===== config.mk =====
export PLATFORM = sky130hd
export DESIGN_NAME = traffic_xsection
export DESIGN_NICKNAME = d
export VERILOG_FILES = /design/src/rtl/traffic_xsection.sv
export SDC_FILE = /design/constraint.sdc
export NUM_CORES = 1
export LEC_CHECK = 0
export ABC_AREA = 1
export ABC_CLOCK_PERIOD_IN_PS = 3400
export CELL_PAD_IN_SITES_DETAIL_PLACEMENT = 1
export CELL_PAD_IN_SITES_GLOBAL_PLACEMENT = 2
export CORE_UTILIZATION = 24
export CTS_CLUSTER_DIAMETER = 40
export DETAILED_ROUTE_END_ITERATION = 10
export GPL_ROUTABILITY_DRIVEN = 1
export PLACE_DENSITY_LB_ADDON = 0.1
export SLEW_MARGIN = 25
export SYNTH_ARGS = -nofsm -noshare
export SYNTH_HDL_FRONTEND = slang
export SYNTH_SLANG_ARGS = --single-unit

===== constraint.sdc =====
create_clock -name in_clk -period 3.4 [get_ports in_clk]
set_input_delay 0.85 -clock in_clk [delete_from_list [all_inputs] [get_ports in_clk]]
set_output_delay 0.85 -clock in_clk [all_outputs]
set_load 0.03 [all_outputs]

===== src/rtl/traffic_xsection.sv =====
// Two-road intersection controller: NS/EW lamp sets with timed phases, all-red clearance,
// a latched pedestrian walk phase and a blinking maintenance mode.
module traffic_xsection #(
    parameter int unsigned CNT_W    = 4,
    parameter int unsigned GREEN_T  = 10,
    parameter int unsigned YELLOW_T = 5,
    parameter int unsigned ALLRED_T = 2,
    parameter int unsigned PED_T    = 8,
    parameter int unsigned FLASH_T  = 4
) (
    input  logic             in_clk,
    input  logic             in_rst,
    input  logic             in_srt,
    input  logic             in_ped_req,
    input  logic             in_flash,
    output logic             o_ns_green,
    output logic             o_ns_yellow,
    output logic             o_ns_red,
    output logic             o_ew_green,
    output logic             o_ew_yellow,
    output logic             o_ew_red,
    output logic             o_walk,
    output logic [3:0]       o_state,
    output logic [CNT_W-1:0] o_count
);

    localparam logic [CNT_W-1:0] GREEN_LAST  = CNT_W'(GREEN_T - 1);
    localparam logic [CNT_W-1:0] YELLOW_LAST = CNT_W'(YELLOW_T - 1);
    localparam logic [CNT_W-1:0] ALLRED_LAST = CNT_W'(ALLRED_T - 1);
    localparam logic [CNT_W-1:0] PED_LAST    = CNT_W'(PED_T - 1);
    localparam logic [CNT_W-1:0] FLASH_LAST  = CNT_W'(FLASH_T - 1);

    localparam logic DIR_NS = 1'b0;
    localparam logic DIR_EW = 1'b1;

    typedef enum logic [3:0] {
        S_IDLE  = 4'd0,
        S_NS_G  = 4'd1,
        S_NS_Y  = 4'd2,
        S_AR1   = 4'd3,
        S_EW_G  = 4'd4,
        S_EW_Y  = 4'd5,
        S_AR2   = 4'd6,
        S_WALK  = 4'd7,
        S_FLASH = 4'd8
    } state_t;

    state_t           state_q, state_d;
    logic [CNT_W-1:0] count_q, count_d;
    logic             ped_q, ped_d;
    logic             blink_q, blink_d;
    logic             dir_q, dir_d;

    // State register
    always_ff @(posedge in_clk or posedge in_rst) begin
        if (in_rst) begin
            state_q <= S_IDLE;
            count_q <= '0;
            ped_q   <= 1'b0;
            blink_q <= 1'b0;
            dir_q   <= DIR_NS;
        end else begin
            state_q <= state_d;
            count_q <= count_d;
            ped_q   <= ped_d;
            blink_q <= blink_d;
            dir_q   <= dir_d;
        end
    end

    // Next-state logic; any state change restarts the phase counter
    always_comb begin
        state_d = state_q;
        count_d = count_q + CNT_W'(1);
        ped_d   = ped_q | in_ped_req;
        blink_d = blink_q;
        dir_d   = dir_q;

        if (in_flash && (state_q != S_IDLE)) begin
            if (state_q == S_FLASH) begin
                if (count_q == FLASH_LAST) begin
                    count_d = '0;
                    blink_d = ~blink_q;
                end
            end else begin
                state_d = S_FLASH;
                count_d = '0;
                blink_d = 1'b0;
            end
        end else begin
            case (state_q)
                S_IDLE: begin
                    // IDLE is untimed, so the counter is parked at zero
                    count_d = '0;
                    if (in_srt) state_d = S_NS_G;
                end
                S_NS_G: begin
                    if (count_q == GREEN_LAST) begin
                        state_d = S_NS_Y;
                        count_d = '0;
                    end
                end
                S_NS_Y: begin
                    if (count_q == YELLOW_LAST) begin
                        state_d = S_AR1;
                        count_d = '0;
                        dir_d   = DIR_EW;
                    end
                end
                S_EW_G: begin
                    if (count_q == GREEN_LAST) begin
                        state_d = S_EW_Y;
                        count_d = '0;
                    end
                end
                S_EW_Y: begin
                    if (count_q == YELLOW_LAST) begin
                        state_d = S_AR2;
                        count_d = '0;
                        dir_d   = DIR_NS;
                    end
                end
                S_AR1, S_AR2: begin
                    if (count_q == ALLRED_LAST) begin
                        count_d = '0;
                        if (ped_q || in_ped_req) begin
                            // A request on the entry edge itself stays pending for the next all-red
                            state_d = S_WALK;
                            ped_d   = in_ped_req;
                        end else begin
                            state_d = (state_q == S_AR1) ? S_EW_G : S_NS_G;
                        end
                    end
                end
                S_WALK: begin
                    if (count_q == PED_LAST) begin
                        state_d = (dir_q == DIR_NS) ? S_NS_G : S_EW_G;
                        count_d = '0;
                    end
                end
                S_FLASH: begin
                    state_d = S_AR2;
                    count_d = '0;
                    dir_d   = DIR_NS;
                    blink_d = 1'b0;
                end
                default: begin
                    state_d = S_IDLE;
                    count_d = '0;
                end
            endcase
        end
    end

    // Lamp decode of the registered state
    always_comb begin
        o_ns_green  = 1'b0;
        o_ns_yellow = 1'b0;
        o_ns_red    = 1'b0;
        o_ew_green  = 1'b0;
        o_ew_yellow = 1'b0;
        o_ew_red    = 1'b0;
        o_walk      = 1'b0;
        case (state_q)
            S_NS_G: begin
                o_ns_green = 1'b1;
                o_ew_red   = 1'b1;
            end
            S_NS_Y: begin
                o_ns_yellow = 1'b1;
                o_ew_red    = 1'b1;
            end
            S_EW_G: begin
                o_ew_green = 1'b1;
                o_ns_red   = 1'b1;
            end
            S_EW_Y: begin
                o_ew_yellow = 1'b1;
                o_ns_red    = 1'b1;
            end
            S_AR1, S_AR2: begin
                o_ns_red = 1'b1;
                o_ew_red = 1'b1;
            end
            S_WALK: begin
                o_ns_red = 1'b1;
                o_ew_red = 1'b1;
                o_walk   = 1'b1;
            end
            S_FLASH: begin
                o_ns_yellow = blink_q;
                o_ew_red    = blink_q;
            end
            default: ;
        endcase
    end

    assign o_state = state_q;
    assign o_count = count_q;

endmodule

== Yosys cells after proc, flatten, opt, wreduce, memory -nomap -nowiden ==
Cells that the tools add are included.
Operators by class
  add/subtract/negate cells: 1
  $mul: 0
  divide/modulo/power cells: 0
  $lt $le $gt $ge: 0
  eq/ne operators: 24
  shifts and indexed selects: 0
  mux-type cells: 39
  bitwise gates (word level): 3
  reduce and logical (&&, ||, !) cells: 14
Operators with widths (number)
  2-to-1 mux 4 bit: 16
  one-hot mux 4 bit (8 select lines): 1
  equality test 4 x 3 -> 1 bit (second input constant): 6
  != test 3 bit (second input constant): 7
  one-hot mux 4 bit (4 select lines): 1
  2-to-1 mux 1 bit: 15
  equality test 4 x 2 -> 1 bit (second input constant): 3
  OR reduction 5 bit: 2
  2-to-1 mux 3 bit: 3
  equality test 4 x 1 -> 1 bit (second input constant): 2
  equality test 4 bit (second input constant): 2
  AND reduction 8 bit: 1
  != test 2 bit (second input constant): 3
  OR reduction 2 bit: 3
  adder 4 x 1 -> 4 bit (second input constant): 1
  logical NOT 4 bit: 1
  one-hot mux 1 bit (2 select lines): 2
  AND reduction 4 bit: 1
  nonzero test 4 bit: 1
  != test 3 x 2 -> 1 bit (second input constant): 1
  one-hot mux 1 bit (3 select lines): 1
  nonzero test 3 bit: 1
  NOT 1 bit: 2
  AND reduction 2 bit: 1
  other kinds (4): 4
Word-level totals
  register bits: 11
  latch bits: 0
  RAM bits: 0
  bits in read-only memories: 0
  bits of input ports: 5
  output and inout bits: 15
  logic and storage cells: 86
  memories kept: 0

== Logic depth before layout (Yosys ltp) ==
  depth in word-level cells: 6
  depth in mapped cells: 11
  depth with buffers taken out: 11

== Least setup slack after synthesis ==
No wires, ideal clock.
  kind: reg-to-output
  start: register state_q[0] (netlist: o_state[0])
  end: output o_ew_red
  data arrival time: 2086 ps
  data required time: 2550 ps
  path slack: 464 ps
  stages on the path, launching flop included: 6
  path buffers: 0
  path through: dfrtp_1 > nor2_1 > nand3_1 > o21ai_0 > nor2_1 > nand3_1
Between the ends
  longest elaborated chain between the ends: 3
  elaborated cells on any way between the ends: 8
  classes of those cells: 6 x eq/ne; 1 x mux; 1 x reduce/logical
Ends and longest elaborated chain
  start: declaration: RTL line 48  | state_t state_q, state_d;
  start signal: assignment: RTL line 63  | state_q <= state_d;
  equality test 4 x 2 -> 1 bit, or another cell as far along: RTL line 164  | case (state_q)
  OR reduction 5 bit (no line)
  one-hot mux 1 bit (2 select lines) (*): RTL line 164
  end: declaration: RTL line 21  | output logic o_ew_red,
Mark *: on every way between the ends. The rest lies on a longest branch, timed or not.

== Final worst setup path ==
Same ends and word-level chain as after synthesis.

==> run_results.csv <==
group,metric,value,unit
placed_design,port-buffer-count,19,
hold_path,min_from,"dir_q$_DFFE_PP0P_",
grt,track_usage,16.35,%
logic_synthesis,synthTopCellsByCount,"39 x nand2_1, 36 x nand3_1, 23 x inv_1",
logic_synthesis,muxShareOfSynthArea,0,%
clock_tree,clk_latency,0.23,ns
timing,fin_crit,3.166,ns
final_layout,fin_area,1321,um2
critical_path,crit_path_end,"o_ew_red",
critical_path,rr_startpoint,"o_count[0]$_DFF_PP0_",
floorplan,fp.coreArea,4086,um2
clock_tree,post_cts_buffers,0,
logic_synthesis,syn_area_per_cell,6.264,um2
floorplan,dieArea,4600,um2
clock_tree,cts_tree,"yes",
floorplan,die_h,67.82,um
detailed_routing,drt-initial-drc-count,55,
detailed_routing,vias_per_cell,4.785,
logic_synthesis,ys.flop_type,"dfrtp_1",
floorplan,pin_count,20,
timing,setup_viol,0,
final_layout,nNetsFinal,196,
detailed_routing,wl,3.303,mm
floorplan,start_util,25.44,%
placed_design,hpwlAfterDp,2.717,mm
flow_run,maxCapViolCount,0,
timing,tns,0,ns
detailed_routing,drt-pass1-iter-count,4,
final_layout,syn2layout_area_growth,27.08,%
power_and_ir_drop,cellPowerDensity,751.6,nW/um2
grt,grt_max_degree,15,
logic_synthesis,synth_most_common_cell,"nand2_1",
hold_path,hp-class,"flip-flop to flip-flop",
critical_path,r2r-end,"o_state[2]$_DFFE_PP0P_",
clock_tree,clock_path_buffers,2,
critical_path,crit_path_top_delay_cell,"clkdlybuf4s50_1",
grt,met3_usage,1.167,%
timing,tightestPinTransition,0.4347,ns
final_layout,fill_cells,544,
logic_synthesis,yosys.area.top_type_share,26.47,%
final_layout,post-route-util,32.33,%
clock_tree,cts.repair.resized,0,
logic_synthesis,syn_inst,166,
floorplan,rows,23,
critical_path,timing.reg2reg.setup_slack,1.56,ns
grt,grt_pass1_vias,1131,
critical_path,critical_path.max_fanout,7,
grt,grt_pass1_wl,5.568,mm
timing,max-slew-margin-rel,70.99,%
power_and_ir_drop,power.leakage,0.0006535,uW
grt,antenna_found_initial,0,
logic_synthesis,postSynth.asyncResetShare,100.0,%
grt,use_met1,24.32,%
logic_synthesis,synthAdderAreaFrac,3.610,%
logic_synthesis,synth_compound_area_share,3.610,%
critical_path,worstPathRequired,2.55,ns
logic_synthesis,synth-edff-count,0,
clock_tree,cts_max_level,1,
logic_synthesis,ys_types,23,
timing,skew,0.005486,ns
logic_synthesis,synthesis.nets,174,
logic_synthesis,synthXorXnorAreaFrac,0.8424,%
logic_synthesis,ys_seq_area_share,26.47,%
detailed_routing,drc_errors,0,
floorplan,die_w,67.82,um
timing,rsz0062_at_grt,"no",
critical_path,critPathKind,"flip-flop to output port",
timing,final_max_slew_viol_count,0,
grt,grt_overflow,0,
final_layout,drive_above_1_share,9.626,%
logic_synthesis,yosys.area_share.simple,54.51,%
logic_synthesis,synth.area.top_cells,"dfrtp_1 26%, nand3_1 17%, nand2_1 14%",
run_status,status,"finished clean",
power_and_ir_drop,peakVddDrop,0.3274,mV
detailed_routing,dr_total_vias,1134,
detailed_routing,drtAntennaViolNets,0,
critical_path,cp_data_arrival_time,2.32,ns
timing,hold_violations,0,
logic_synthesis,yosys.area.top_type,"dfrtp_1",
timing,period_share,93.13,%
critical_path,start_kind,"flip-flop",
critical_path,ff2ff_path_depth,9,
placed_design,gp_congestion,0.8414,
placed_design,place_area,1276,um2
logic_synthesis,syn_area,1040,um2
critical_path,path_cells,"nor2_1 -> nand3_1 -> o21ai_0 -> nor2_1 -> nand3_1 -> clkdlybuf4s50_1",
clock_tree,cts_sinks,11,
clock_tree,numCtsBuffers,3,
detailed_routing,wl_per_cell,13.94,um
logic_synthesis,yosys_warnings,0,
critical_path,max_stage_delay,0.66,ns
timing,timing.fmax,315.8,MHz
grt,grt_use_met2,24.26,%
critical_path,worst_setup_path_end_kind,"output port",
grt,top_usage_layer,"met1",
critical_path,critPathLaunch,"o_state[0]$_DFFE_PP0P_",
clock_tree,ctsHoldBuffers,0,
final_layout,diodes,0,
logic_synthesis,synth_top_family_by_area,"simple AND/OR/NAND/NOR gates",
logic_synthesis,ys_ff_latch,11,
clock_tree,clk_pin_slew,0.05,ns
clock_tree,clockRootBuffer,"clkbuf_8",
==> power breakdown <==
| part | switching (uW) | internal, uW | total (uW) |
|---|---|---|---|
| clock network | 45.3 | 82.0 | 127 |
| registers | 49.9 | 167 | 217 |
| logic | 426 | 223 | 649 |
==> layout make-up <==
type	count	area, um2	share of cell area, %
multi-input combinational	127	650.6	49.24
sequential	11	275.3	20.83
clock buffer	4	45.04	3.409
tap	50	62.56	4.735
inverter	26	97.59	7.386
timing repair buffer	19	190.2	14.39
==> flip-flops by register name (all words and copies together) (netlist names) <==
register and flops:
o_count 4, dir_q 1, ped_q 1, o_state 4
blink_q 1
==> critical path, delay by kind of cell, from the launching register on <==
| family | cells | cell delay [ns] |
|---|---|---|
| AOI/OAI and AO/OA | 1 | 0.36 |
| buffers and inverters | 1 | 0.66 |
| DFF | 1 | 0.43 |
| and+or+nand+nor | 4 | 0.62 |
==> worst min-delay path by stage <==
stage                              endpoint  slack, ns  cells after the start
after global routing      dir_q$_DFFE_PP0P_       0.57                      2
after detailed placement  dir_q$_DFFE_PP0P_       0.53                      2
after floorplan           dir_q$_DFFE_PP0P_       0.48                      2
final                     dir_q$_DFFE_PP0P_       0.54                      2
after global placement    dir_q$_DFFE_PP0P_       0.52                      2
after CTS                 dir_q$_DFFE_PP0P_       0.54                      2
==> through the flow <==
stage          setup WS [ns]  instances  power [uW]  hold WS, ns
6_report              0.2337        237       993.1       0.5372
4_1_cts               0.2079        237        1007       0.5440
3_5_place_dp          0.4610        233       873.7       0.5331
2_1_floorplan         0.4642        166       665.8       0.4755
5_1_grt              0.04770        237        1084       0.5729
3_3_place_gp          0.5889        233       873.4       0.5193
==> cells in the final DEF (no fill, tap or decap), types with 2 or more instances in the layout <==
cell type / Yosys / routed
nor2_4: 3 / 3
nand3_2: 2 / 2
nand3_1: 36 / 36
inv_1: 23 / 23
nand2_1: 39 / 39
o21ai_0: 4 / 4
nand4_1: 10 / 10
clkdlybuf4s50_1: 0 / 19
nand2_2: 4 / 4
inv_2: 3 / 3
ha_1: 3 / 3
dfrtp_1: 11 / 11
nor2_1: 17 / 17
clkbuf_8: 0 / 3
==> layer usage <==
metal	wire length (um)	up-vias
li1	-	585
met1	1727	515
met2	1378	30
met3	158	4
met4	39	0
met5	0	-
==> cells by family (layout without fill, tap and decap cells) <==
group / count (synthesis) / count (layout)
simple gates: 116 / 116
buf+inv: 28 / 49
flops: 11 / 11
compound gates: 7 / 7
fa+ha+maj: 3 / 3
xor+xnor: 1 / 1
Power figures use the tool's default switching activity.
==> RTL edit 1 (config.mk and constraints unchanged) <==
The parameter `GREEN_T` goes from 10 to 7.
--- a/src/rtl/traffic_xsection.sv
+++ b/src/rtl/traffic_xsection.sv
@@ -2,7 +2,7 @@
 // a latched pedestrian walk phase and a blinking maintenance mode.
 module traffic_xsection #(
     parameter int unsigned CNT_W    = 4,
-    parameter int unsigned GREEN_T  = 10,
+    parameter int unsigned GREEN_T  = 7,
     parameter int unsigned YELLOW_T = 5,
     parameter int unsigned ALLRED_T = 2,
     parameter int unsigned PED_T    = 8,
Formal check against the unedited RTL: not equivalent (Yosys sat finds a counterexample within 10 cycles, from zero or initial values and one cycle with in_rst high).
==> RTL edit 1 against the original RTL <==
- via count up 1.5%
- count of clock-buffer cells in the layout unchanged
- fmax up 2.6%
- sequential cell count unchanged
- core utilization about the same
- sequential share of layout area up 0.12 points
- final cell count up 0.42%
- register-to-register slack worse by 40 ps
- synthesized area down 0.72%
- design area down 0.57%
- wire length up 2.4%
- worst setup slack better by 80 ps
- synthesized cell count up 0.60%
- power down 1.3%
- largest power group unchanged
==> RTL edit 1: results (changes against the original RTL) <==
The tools report the initial core utilization as 25.4% (about the same). For the number of global-route vias before repair, the log shows 1184 (was 1131). For the DRC violation total after the first TritonRoute iteration, the log shows 48 (was 55). The HPWL after detailed placement was 2840 um (was 2720 um). The peak ir drop on the vdd network is 270 uV (was 327 uV). The flow ran to the end, and the final reports show no timing, DRC or antenna violations. Ranking of synthesized cells by instance count: sky130_fd_sc_hd__nand2_1, sky130_fd_sc_hd__nand3_1, sky130_fd_sc_hd__inv_1, sky130_fd_sc_hd__nor2_1, sky130_fd_sc_hd__dfrtp_1 (unchanged).

The logs give 1520 ps (was 1560 ps) for the flop-to-flop setup slack and 17.2% (was 16.3%) for the global-route usage over all layers. The net count of the finished layout is 198 (was 196), and the cell count of the worst hold path is 2 (unchanged). The final weighted congestion in routability-driven placement was 0.786 (was 0.841); the endpoint arrival time on the critical path was 2240 ps (was 2320 ps). Sequential element share of the synthesized area: 26.7% (was 26.5%). The share of final-layout standard cells stronger than drive strength 1 was 9.04% (was 9.63%); the final-layout worst hold slack was 565 ps (was 537 ps).

The tools report the net switching power of the design as 515 uW (was 522 uW). The tools report the origin of the worst min-delay path as o_state[1]$_DFFE_PP0P_ (was dir_q$_DFFE_PP0P_). The detail-routed net length per standard cell was 14.2 um (was 13.9 um); the synthesized net count was 176 (was 174). Dominant cells by area after synthesis: sky130_fd_sc_hd__dfrtp_1, sky130_fd_sc_hd__nand3_1, sky130_fd_sc_hd__nand2_1 (unchanged). The run gives 0.658 nW (was 0.654 nW) as the cell leakage power. The endpoint of the worst hold path was o_state[1]$_DFFE_PP0P_ (was dir_q$_DFFE_PP0P_).

For the post-route clock skew, the log shows 1.26 ps (was 5.49 ps). The tools report the worst slew margin relative to its limit as 72.1% (was 71.0%). The routed via count divided by cell count came out at 4.84 (was 4.78).
RTL edit 1: worst max path at each step:
| stage | start | to | depth (start not counted) |
|---|---|---|---|
| 6_report | o_state[0]$_DFFE_PP0P_ | o_ew_red | 6 |
| 3_5_place_dp | o_state[0]$_DFFE_PP0P_ | o_ew_red | 6 |
| 3_3_place_gp | o_state[0]$_DFFE_PP0P_ | o_ew_red | 6 |
| 5_1_grt | o_state[0]$_DFFE_PP0P_ | o_ew_red | 6 |
| 2_1_floorplan | o_state[0]$_DFFE_PP0P_ | o_ew_red | 5 |
| 4_1_cts | o_state[0]$_DFFE_PP0P_ | o_ew_red | 6 |
RTL edit 1: area by class of cell:
type,instances,area [sq um]
fillers,531,2740
repair buffers,19,190
flip-flops and latches,11,275
well taps,50,62.6
inverters,26,97.6
clock buffers,4,45.0
multi-input cells,128,643
RTL edit 1: power by group through the flow:
stage	clock network [mW]	registers, mW	logic, mW
2_1_floorplan	0	0.258	0.394
3_3_place_gp	0	0.216	0.639
3_5_place_dp	0	0.219	0.645
4_1_cts	0.135	0.219	0.647
5_1_grt	0.143	0.224	0.711
6_report	0.129	0.217	0.634
RTL edit 1: kinds of logic after synthesis:
logic type               Yosys count  synth area share (%)
XOR/XNOR                           1                 0.849
buffers and inverters             28                  11.0
AND/OR/NAND/NOR                  116                  53.0
flip-flops                        11                  26.7
AO/OA/AOI/OAI                      7                  3.64
adder cells (fa/ha/maj)            4                  4.85
RTL edit 1: stage by stage:
step / worst slack [ps] / utilization, % / std cells / instance area, sq um
6_report: 314 / 32.4 / 238 / 1310
5_1_grt: 121 / 32.4 / 238 / 1310
4_1_cts: 274 / 32.4 / 238 / 1310
3_5_place_dp: 562 / 31.3 / 234 / 1270
3_3_place_gp: 578 / 31.3 / 234 / 1270
2_1_floorplan: 466 / - / 167 / 1030
RTL edit 1: routing by layer:
layer	vias up	share of wire (%)	track usage (%)	routed length [um]
met2	16	54	31.1	1810
met1	546	43	20.2	1470
li1	587	-	-	-
met5	-	0	0	0
met3	2	2.4	3.72	81
met4	0	0.65	3.99	22
RTL edit 1: worst reg2reg max path, cell delays in order, from the launching register on:
cell,delay [ps]
sky130_fd_sc_hd__dfrtp_1,440
sky130_fd_sc_hd__inv_1,210
sky130_fd_sc_hd__ha_1,190
sky130_fd_sc_hd__nand3_1,270
sky130_fd_sc_hd__nand3_1,180
sky130_fd_sc_hd__nand2_1,80
sky130_fd_sc_hd__nor2_2,190
sky130_fd_sc_hd__nand2_2,100
sky130_fd_sc_hd__nand2_1,70
sky130_fd_sc_hd__nand2_1,50
==> RTL edit 2 (same flow settings) <==
Without the edit above. Make the reset (`in_rst`) synchronous in one clocked block.
--- a/src/rtl/traffic_xsection.sv
+++ b/src/rtl/traffic_xsection.sv
@@ -52,7 +52,7 @@
     logic             dir_q, dir_d;
 
     // State register
-    always_ff @(posedge in_clk or posedge in_rst) begin
+    always_ff @(posedge in_clk) begin
         if (in_rst) begin
             state_q <= S_IDLE;
             count_q <= '0;
Formal check against the unedited RTL: differs if in_rst is asserted again (counterexample within 4 cycles, from zero or initial values and one cycle with in_rst high); with in_rst held inactive, the same outputs for 10 cycles.
==> RTL edit 2 against the original RTL <==
- wire length is 11% lower
- sequential cell count stayed put
- die area is 16% lower
- critical endpoint is now o_ns_yellow
- power is 11% lower
- synthesized cell count is 11% lower
- via count is 13% lower
- synthesized area is 17% lower
- hold slack worse by 45 ps
- sequential power is 7% lower
- design area is 15% lower
- sequential share of layout area is 1.3 points lower
- first-iteration DRC count is 35% lower
- worst setup slack better by 370 ps
- core utilization is 0.96 points higher
==> RTL edit 2: results (changes against the original RTL) <==
The run gives 1.40 ps (was 5.49 ps) as the post-route clock skew. The logs give 20 (was 23) for the post-synthesis cell type count and 36 (was 55) for the DRC violation total after the first TritonRoute iteration. The part of the cycle the worst path needs works out to 82.3% (was 93.1%). The run finished with clean final reports. The portion of the layout cell area used by clock cells works out to 2.33% (was 3.41%). The net count of the finished layout was 179 (was 196); the number of global-route vias before repair was 969 (was 1131).

For the routing usage on met1, the log shows 23.9% (was 24.3%). The async set-or-reset flop fraction in the synthesized netlist was 0% (was 100%); the cell leakage power was 0.520 nW (was 0.654 nW). The share of final-layout standard cells stronger than drive strength 1 works out to 8.24% (was 9.63%). The clock edge transition at the registers on the reported setup and hold paths is 80 ps (was 50 ps), and the minimum setup slack after placement is 896 ps (was 461 ps). Ranking of synthesized cells by instance count: sky130_fd_sc_hd__nand2_1, sky130_fd_sc_hd__nor2_1, sky130_fd_sc_hd__nand3_1, sky130_fd_sc_hd__inv_1, sky130_fd_sc_hd__dfxtp_1 (was sky130_fd_sc_hd__nand2_1, sky130_fd_sc_hd__nand3_1, sky130_fd_sc_hd__inv_1, sky130_fd_sc_hd__nor2_1, sky130_fd_sc_hd__dfrtp_1).

The total number of sequential cells was 11 (unchanged). The layout inverter count without the clock tree came out at 16 (was 26). Dominant cells by area after synthesis: sky130_fd_sc_hd__dfxtp_1, sky130_fd_sc_hd__nand2_1, sky130_fd_sc_hd__nor2_1 (was sky130_fd_sc_hd__dfrtp_1, sky130_fd_sc_hd__nand3_1, sky130_fd_sc_hd__nand2_1).

The cell count after placement was 212 (was 233); the synthesized net count was 156 (was 174). The multi-input gate count was 120 (was 127). The tools report the wire length on met3 as 81 um (was 158 um).

The HPWL after detailed placement was 2430 um (was 2720 um); the sequential cell area was 220 sq um (was 275 sq um). The logs give 1100 sq um (was 1280 sq um) for the instance area at placement and 0.793 (was 0.841) for the final weighted congestion in routability-driven placement. For the first-pass GRT wire length, the log shows 4820 um (was 5570 um). Global-route usage over all layers: 17.8% (was 16.3%). Cell at the root of the clock tree: sky130_fd_sc_hd__clkbuf_4 (was sky130_fd_sc_hd__clkbuf_8). The routed via count divided by cell count was 4.57 (was 4.78); the peak ir drop on the vdd network was 193 uV (was 327 uV).
[RTL edit 2: cell count changes after synthesis, sizes merged, moves of 3 or more]
cell / delta
a21oi: +9
dfrtp: -11
dfxtp: +11
inv: -11
nand2: +3
nand3: -19
nand4: -10
nor2: +8
o21ai: +3
[RTL edit 2: critical path: cells and delay by family (launching register included)]
kind / cells / cell delay, ps
AND/OR/NAND/NOR: 3 / 410
flip-flops: 1 / 470
buffers and inverters: 2 / 800
[RTL edit 2: logic make-up (layout without fill, tap and decap cells)]
family,Yosys count,in the layout,share of synthesized area [%]
xor+xnor,1,1,1.01
compound gates,20,20,12.3
fa+ha+maj,3,3,4.34
simple gates,96,96,48.7
flops,11,11,25.4
buf+inv,17,39,8.24
[RTL edit 2: per-stage QoR]
stage / hold slack [ps] / utilization, %
2_1_floorplan: 446 / -
3_3_place_gp: 464 / 32.5
3_5_place_dp: 479 / 32.5
4_1_cts: 493 / 33.3
5_1_grt: 527 / 33.3
6_report: 492 / 33.3
[RTL edit 2: power breakdown]
part           leakage [nW]  switching (mW)  internal (mW)
Clock                0.0150          0.0519         0.0454
Combinational         0.415           0.376          0.206
Sequential           0.0903          0.0394          0.161
[RTL edit 2: path summary, 6_finish.rpt]
kind	from	to	slack (ps)
max	o_state[1]$_SDFFE_PP0P_	o_ns_yellow	600
min	dir_q$_SDFFE_PP0P_	dir_q$_SDFFE_PP0P_	490
max reg2reg	o_state[0]$_SDFFE_PP0P_	o_state[0]$_SDFFE_PP0P_	1730
min reg2reg	dir_q$_SDFFE_PP0P_	dir_q$_SDFFE_PP0P_	490
